===== src/rtl/conv_window_sequencer.sv =====
// +----------------------------------------------------------------------------+
// | conv_window_sequencer: issues per-lane data/filter element addresses for   |
// | every convolution window in row-major order.                     rev 1.0   |
// +----------------------------------------------------------------------------+
`default_nettype none

module conv_window_sequencer #(
    parameter int VECTOR_SIZE = 8,
    parameter int ADDR_WIDTH  = 12,
    parameter int DIM_WIDTH   = 8
) (
    input  logic                              clkIn,
    input  logic                              rstIn,
    input  logic                              startIn,
    input  logic [DIM_WIDTH-1:0]              filtRowsIn,
    input  logic [DIM_WIDTH-1:0]              filtColsIn,
    input  logic [DIM_WIDTH-1:0]              dataRowsIn,
    input  logic [DIM_WIDTH-1:0]              dataColsIn,
    input  logic [DIM_WIDTH-1:0]              strideIn,
    input  logic                              readyIn,
    output logic                              validOut,
    output logic [VECTOR_SIZE-1:0]            laneValidOut,
    output logic [VECTOR_SIZE*ADDR_WIDTH-1:0] dataAddrOut,
    output logic [VECTOR_SIZE*ADDR_WIDTH-1:0] filtAddrOut,
    output logic                              lastOut,
    output logic                              busyOut,
    output logic                              doneOut,
    output logic                              errOut
);

    localparam int AW1  = ADDR_WIDTH + 1;
    localparam int PW   = 2 * DIM_WIDTH;
    localparam int KW   = PW + $clog2(VECTOR_SIZE) + 1;
    localparam int CMPW = PW + AW1;
    localparam int SW   = DIM_WIDTH + 2;

    typedef enum logic [1:0] {
        IDLE = 2'd0,
        RUN  = 2'd1,
        DONE = 2'd2
    } state_t;

    state_t state, state_next;

    // Captured job configuration
    logic [DIM_WIDTH-1:0] filt_rows, filt_cols, data_rows, data_cols, stride;
    logic [PW-1:0]        f_total;
    logic [AW1-1:0]       row_step;

    // Window origin (in elements) and beat position of lane 0
    logic [SW-1:0]        win_col, win_row;
    logic [AW1-1:0]       win_row_addr;
    logic [KW-1:0]        beat_k;
    logic [DIM_WIDTH-1:0] base_col;
    logic [AW1-1:0]       base_roff;
    logic                 err_pulse;

    logic [PW-1:0]        area_in, step_in, filt_in;
    logic                 cfg_bad, start_ok, start_bad, fire;
    logic [KW-1:0]        beat_next_k;
    logic                 last_beat, col_fits, row_fits, last_window;

    logic [DIM_WIDTH-1:0] lane_col  [VECTOR_SIZE+1];
    logic [AW1-1:0]       lane_roff [VECTOR_SIZE+1];

    assign area_in = PW'(dataRowsIn) * PW'(dataColsIn);
    assign step_in = PW'(strideIn) * PW'(dataColsIn);
    assign filt_in = PW'(filtRowsIn) * PW'(filtColsIn);

    assign cfg_bad = (filtRowsIn == '0) || (filtColsIn == '0) || (dataRowsIn == '0) ||
                     (dataColsIn == '0) || (strideIn == '0) ||
                     (filtRowsIn > dataRowsIn) || (filtColsIn > dataColsIn) ||
                     (CMPW'(area_in) > (CMPW'(1) << ADDR_WIDTH));

    assign start_ok  = (state == IDLE) && startIn && !cfg_bad;
    assign start_bad = (state == IDLE) && startIn && cfg_bad;

    assign validOut = (state == RUN);
    assign busyOut  = (state != IDLE);
    assign doneOut  = (state == DONE);
    assign errOut   = err_pulse;
    assign fire     = validOut && readyIn;

    assign beat_next_k = beat_k + KW'(VECTOR_SIZE);
    assign last_beat   = (beat_next_k >= KW'(f_total));
    assign lastOut     = validOut && last_beat;

    // A further window exists along an axis when its origin plus filter still fits
    assign col_fits    = (win_col + SW'(stride) + SW'(filt_cols)) <= SW'(data_cols);
    assign row_fits    = (win_row + SW'(stride) + SW'(filt_rows)) <= SW'(data_rows);
    assign last_window = !col_fits && !row_fits;

    // Walk the filter (row, col) position across the lanes; entry VECTOR_SIZE
    // is where the next beat's lane 0 starts.
    always_comb begin
        lane_col[0]  = base_col;
        lane_roff[0] = base_roff;
        for (int i = 1; i <= VECTOR_SIZE; i++) begin
            if (lane_col[i-1] == filt_cols - DIM_WIDTH'(1)) begin
                lane_col[i]  = '0;
                lane_roff[i] = lane_roff[i-1] + AW1'(data_cols);
            end else begin
                lane_col[i]  = lane_col[i-1] + DIM_WIDTH'(1);
                lane_roff[i] = lane_roff[i-1];
            end
        end
    end

    always_comb begin
        laneValidOut = '0;
        dataAddrOut  = '0;
        filtAddrOut  = '0;
        for (int i = 0; i < VECTOR_SIZE; i++) begin
            if (validOut && ((beat_k + KW'(i)) < KW'(f_total))) begin
                laneValidOut[i] = 1'b1;
                filtAddrOut[i*ADDR_WIDTH +: ADDR_WIDTH] = ADDR_WIDTH'(beat_k + KW'(i));
                dataAddrOut[i*ADDR_WIDTH +: ADDR_WIDTH] =
                    ADDR_WIDTH'(win_row_addr + AW1'(win_col) + lane_roff[i] + AW1'(lane_col[i]));
            end
        end
    end

    always_ff @(posedge clkIn or negedge rstIn) begin
        if (!rstIn) begin
            state <= IDLE;
        end else begin
            state <= state_next;
        end
    end

    always_comb begin
        state_next = state;
        case (state)
            IDLE:    if (start_ok) state_next = RUN;
            RUN:     if (fire && last_beat && last_window) state_next = DONE;
            DONE:    state_next = IDLE;
            default: state_next = IDLE;
        endcase
    end

    always_ff @(posedge clkIn or negedge rstIn) begin
        if (!rstIn) begin
            filt_rows    <= '0;
            filt_cols    <= '0;
            data_rows    <= '0;
            data_cols    <= '0;
            stride       <= '0;
            f_total      <= '0;
            row_step     <= '0;
            win_col      <= '0;
            win_row      <= '0;
            win_row_addr <= '0;
            beat_k       <= '0;
            base_col     <= '0;
            base_roff    <= '0;
            err_pulse    <= 1'b0;
        end else begin
            err_pulse <= start_bad;
            if (start_ok) begin
                filt_rows    <= filtRowsIn;
                filt_cols    <= filtColsIn;
                data_rows    <= dataRowsIn;
                data_cols    <= dataColsIn;
                stride       <= strideIn;
                f_total      <= filt_in;
                row_step     <= AW1'(step_in);
                win_col      <= '0;
                win_row      <= '0;
                win_row_addr <= '0;
                beat_k       <= '0;
                base_col     <= '0;
                base_roff    <= '0;
            end else if (fire) begin
                if (!last_beat) begin
                    beat_k    <= beat_next_k;
                    base_col  <= lane_col[VECTOR_SIZE];
                    base_roff <= lane_roff[VECTOR_SIZE];
                end else begin
                    beat_k    <= '0;
                    base_col  <= '0;
                    base_roff <= '0;
                    if (col_fits) begin
                        win_col <= win_col + SW'(stride);
                    end else begin
                        win_col      <= '0;
                        win_row      <= win_row + SW'(stride);
                        win_row_addr <= win_row_addr + row_step;
                    end
                end
            end
        end
    end

endmodule

`default_nettype wire


===== config.mk =====
export PLATFORM = sky130hd
export DESIGN_NAME = conv_window_sequencer
export DESIGN_NICKNAME = d
export VERILOG_FILES = /design/src/rtl/conv_window_sequencer.sv
export SDC_FILE = /design/constraint.sdc
export NUM_CORES = 2
export LEC_CHECK = 0
export BUFFER_PORTS_ARGS = -buffer_cell sky130_fd_sc_hd__buf_4
export CAP_MARGIN = 20
export CORE_MARGIN = 3
export CORE_UTILIZATION = 29
export DETAILED_ROUTE_END_ITERATION = 16
export PLACE_DENSITY = 0.51
export SLEW_MARGIN = 10
export SYNTH_ARGS = -nofsm -noshare
export SYNTH_HDL_FRONTEND = slang
export SYNTH_SLANG_ARGS = --single-unit

===== constraint.sdc =====
create_clock -name clkIn -period 27.3 [get_ports clkIn]
set_clock_uncertainty 0.2 [all_clocks]
set_input_delay 5.46 -clock clkIn [delete_from_list [all_inputs] [get_ports clkIn]]
set_output_delay 5.46 -clock clkIn [all_outputs]
set_load 0.005 [all_outputs]

==> results_dict.tcl <==
set metrics [dict create \
    fin_nets 4429 \
    cts.htree.levels 4 \
    std_cell_rows 115 \
    grt_pass1_vias 25400 \
    fin_tns_setup_ns 0 \
    syn_area_mm2 0.0292 \
    hold_depth 1 \
    yosys_warnings 0 \
    cts_tree "yes" \
    rr_startpoint "filt_cols[0]" \
    place_hpwl_um 82900 \
    async_flop_share_pct 100 \
    die_area_mm2 0.105 \
    maxCapViolations 0 \
    r2r.worst_path.cells 55 \
    crit_required_ns 21.64 \
    fin_crit_sh_pct 82.4 \
    yosysTopAreaCell "ha_1" \
    drive_gt1_share_pct 10.7 \
    track_usage_pct 19.6 \
    period_minus_slack_ns 22.50 \
    hold_path_class "flop to flop" \
    critPathArrivalTime_ns 16.84 \
    criticalPathCategory "flop to output port" \
    path_clk_slew_ns 0.07 \
    yosysSeqAreaShare_pct 12.0 \
    cts_setup_buffers 0 \
    grt_overflow_total 0 \
    wl_um 103000 \
    rsz0062_at_grt "false" \
    r2r_slack_ns 11.51 \
    gp_congestion 0.930 \
    initial_core_util_pct 29.5 \
    drtIter0Drc 1654 \
    worst_pin_slew_ns 1.25 \
    slew_violations 0 \
    num_vias 25600 \
    cp-end-kind "output port" \
    cts_buffers 17 \
    area_growth_syn_to_layout_pct 12.3 \
    hold_end "row_step[3]" \
    yosys.cell_types.count 108 \
    antenna_found_initial 3 \
    clkSinkCount 140 \
    fmax_mhz 44.5 \
    synth.area.top_cells "ha_1, fa_1, dfrtp_1" \
    grt_max_degree 93 \
    worstHoldStart "row_step[3]" \
    detail-route-antenna-nets 0 \
    synth_flop_cell "dfrtp_1" \
    viasPerCell 5.03 \
    status "finished, final reports clean" \
    cp_slowest_cell "ha_1" \
    cp-start-kind "flop" \
    slew_headroom_pct 16.1 \
    remaining_drc_errors 0 \
    ys_ff_latch 140 \
    cts_root_buf "clkbuf_16" \
    clk-insertion-delay-late_ns 0.45 \
    ios 249 \
    hold_violations 0 \
    firstDrtPassIters 6 \
    critical_path.max_stage_delay_ns 0.82 \
    clk_path_buf_depth 2 \
    portBuffers 236 \
    die_w_um 324 \
    grt_pass1_wl_um 155000 \
    coreArea_mm2 0.0991 \
    finalSetupViolCount 0 \
    cp_max_fo 23 \
    timing.critical_path.buf_inv 10 \
    crit_family "compound AO/OA/AOI/OAI gates" \
    yosysTopAreaCellShare_pct 17.5 \
    postCtsResizedCells 0 \
    chipHeight_um 324 \
    hold_buffers 0 \
    r2r_end "base_roff[11]" \
    final_cell_mix "inv_1, ha_1, buf_4" \
    final_common_cell "inv_1" \
    synth_edf_count 0 \
    synthCells 3653 \
    wl_per_cell_um 20.3 \
    avgSynthCellArea_um2 8.01 \
]
-- worst reg2reg max path: cells and delay by family (launching register included) --
kind / cells / cell delay, ns
adder cells (fa/ha/maj): 5 / 1.99
buffers and inverters: 8 / 1.68
XOR/XNOR: 4 / 0.69
flip-flops: 1 / 0.81
AND/OR/NAND/NOR: 15 / 4.50
multiplexers: 1 / 0.14
AO/OA/AOI/OAI: 22 / 5.66
-- per-layer routing --
layer	global-route usage [%]	share of wire, %	vias up
li1	-	-	12400
met1	27.6	48	12400
met2	31.7	45	611
met3	2.32	5.2	104
met4	4.96	2.7	0
met5	0	0	-
-- layout make-up --
| cell class | count | area [µm²] |
|---|---|---|
| inverters | 532 | 2000 |
| diodes | 1 | 2.50 |
| well taps | 1287 | 1610 |
| clock buffers | 18 | 429 |
| repair buffers | 279 | 2100 |
| flip-flops and latches | 140 | 3500 |
| clock inverters | 14 | 114 |
| multi-input cells | 2817 | 23100 |
| fillers | 10600 | 66300 |
-- how the worst max path moves through the flow --
stage / from / end / slack [ns] / depth (start not counted)
final: filt_cols[0] / dataAddrOut[95] / 4.80 / 60
after global routing: filt_cols[0] / dataAddrOut[95] / 3.42 / 61
after CTS: filt_cols[0] / dataAddrOut[95] / 5.05 / 60
after detailed placement: filt_cols[0] / dataAddrOut[95] / 5.62 / 60
after global placement: filt_cols[0] / dataAddrOut[95] / 5.87 / 60
after floorplan: filt_cols[0] / dataAddrOut[95] / 8.08 / 66
-- cells by family after synthesis --
family          count (synthesis)  synth area share [%]
simple gates                 1006                  17.1
fa+ha+maj                     598                  30.4
other cells                     1                0.0128
flops                         140                  12.0
xor+xnor                      330                  10.3
mux                            86                  3.12
buf+inv                       707                  9.49
compound gates                785                  17.6
-- per-stage QoR --
step                      instance area, µm²  utilization [%]  setup slack [ns]  std cells  hold WS, ns
final                                  32800             33.1              4.80       5088        0.320
after global routing                   32800             33.1              3.42       5087        0.348
after CTS                              32800             33.1              5.05       5087        0.323
after detailed placement               32300             32.6              5.62       5055        0.304
after global placement                 32300             32.6              5.87       5055        0.297
after floorplan                        29300                -              8.08       3664        0.281
-- synth_stat cells (all sizes together) (44+ instances only) --
master	number
nor2	253
mux2i	48
nor2b	65
fa	189
a21o	111
and2	157
ha	409
a21oi	253
o21ai	146
buf	44
dfrtp	140
inv	529
o21bai	97
xor2	80
xnor2	243
nand3	58
nand2	267
clkbuf	131
-- sequential cells by signal, summed over array words and instances, names as in the netlist, 2 cells and up --
| signal | flops |
|---|---|
| filt_rows | 8 |
| win_row | 10 |
| f_total | 16 |
| beat_k | 17 |
| data_rows | 8 |
| state | 2 |
| win_col | 10 |
| base_col | 8 |
| base_roff | 12 |
| data_cols | 8 |
| row_step | 12 |
| win_row_addr | 12 |
| stride | 8 |
| filt_cols | 8 |
Power is not shown: default switching activity piles up to over one toggle a cycle in this logic, so the estimate is an artifact.
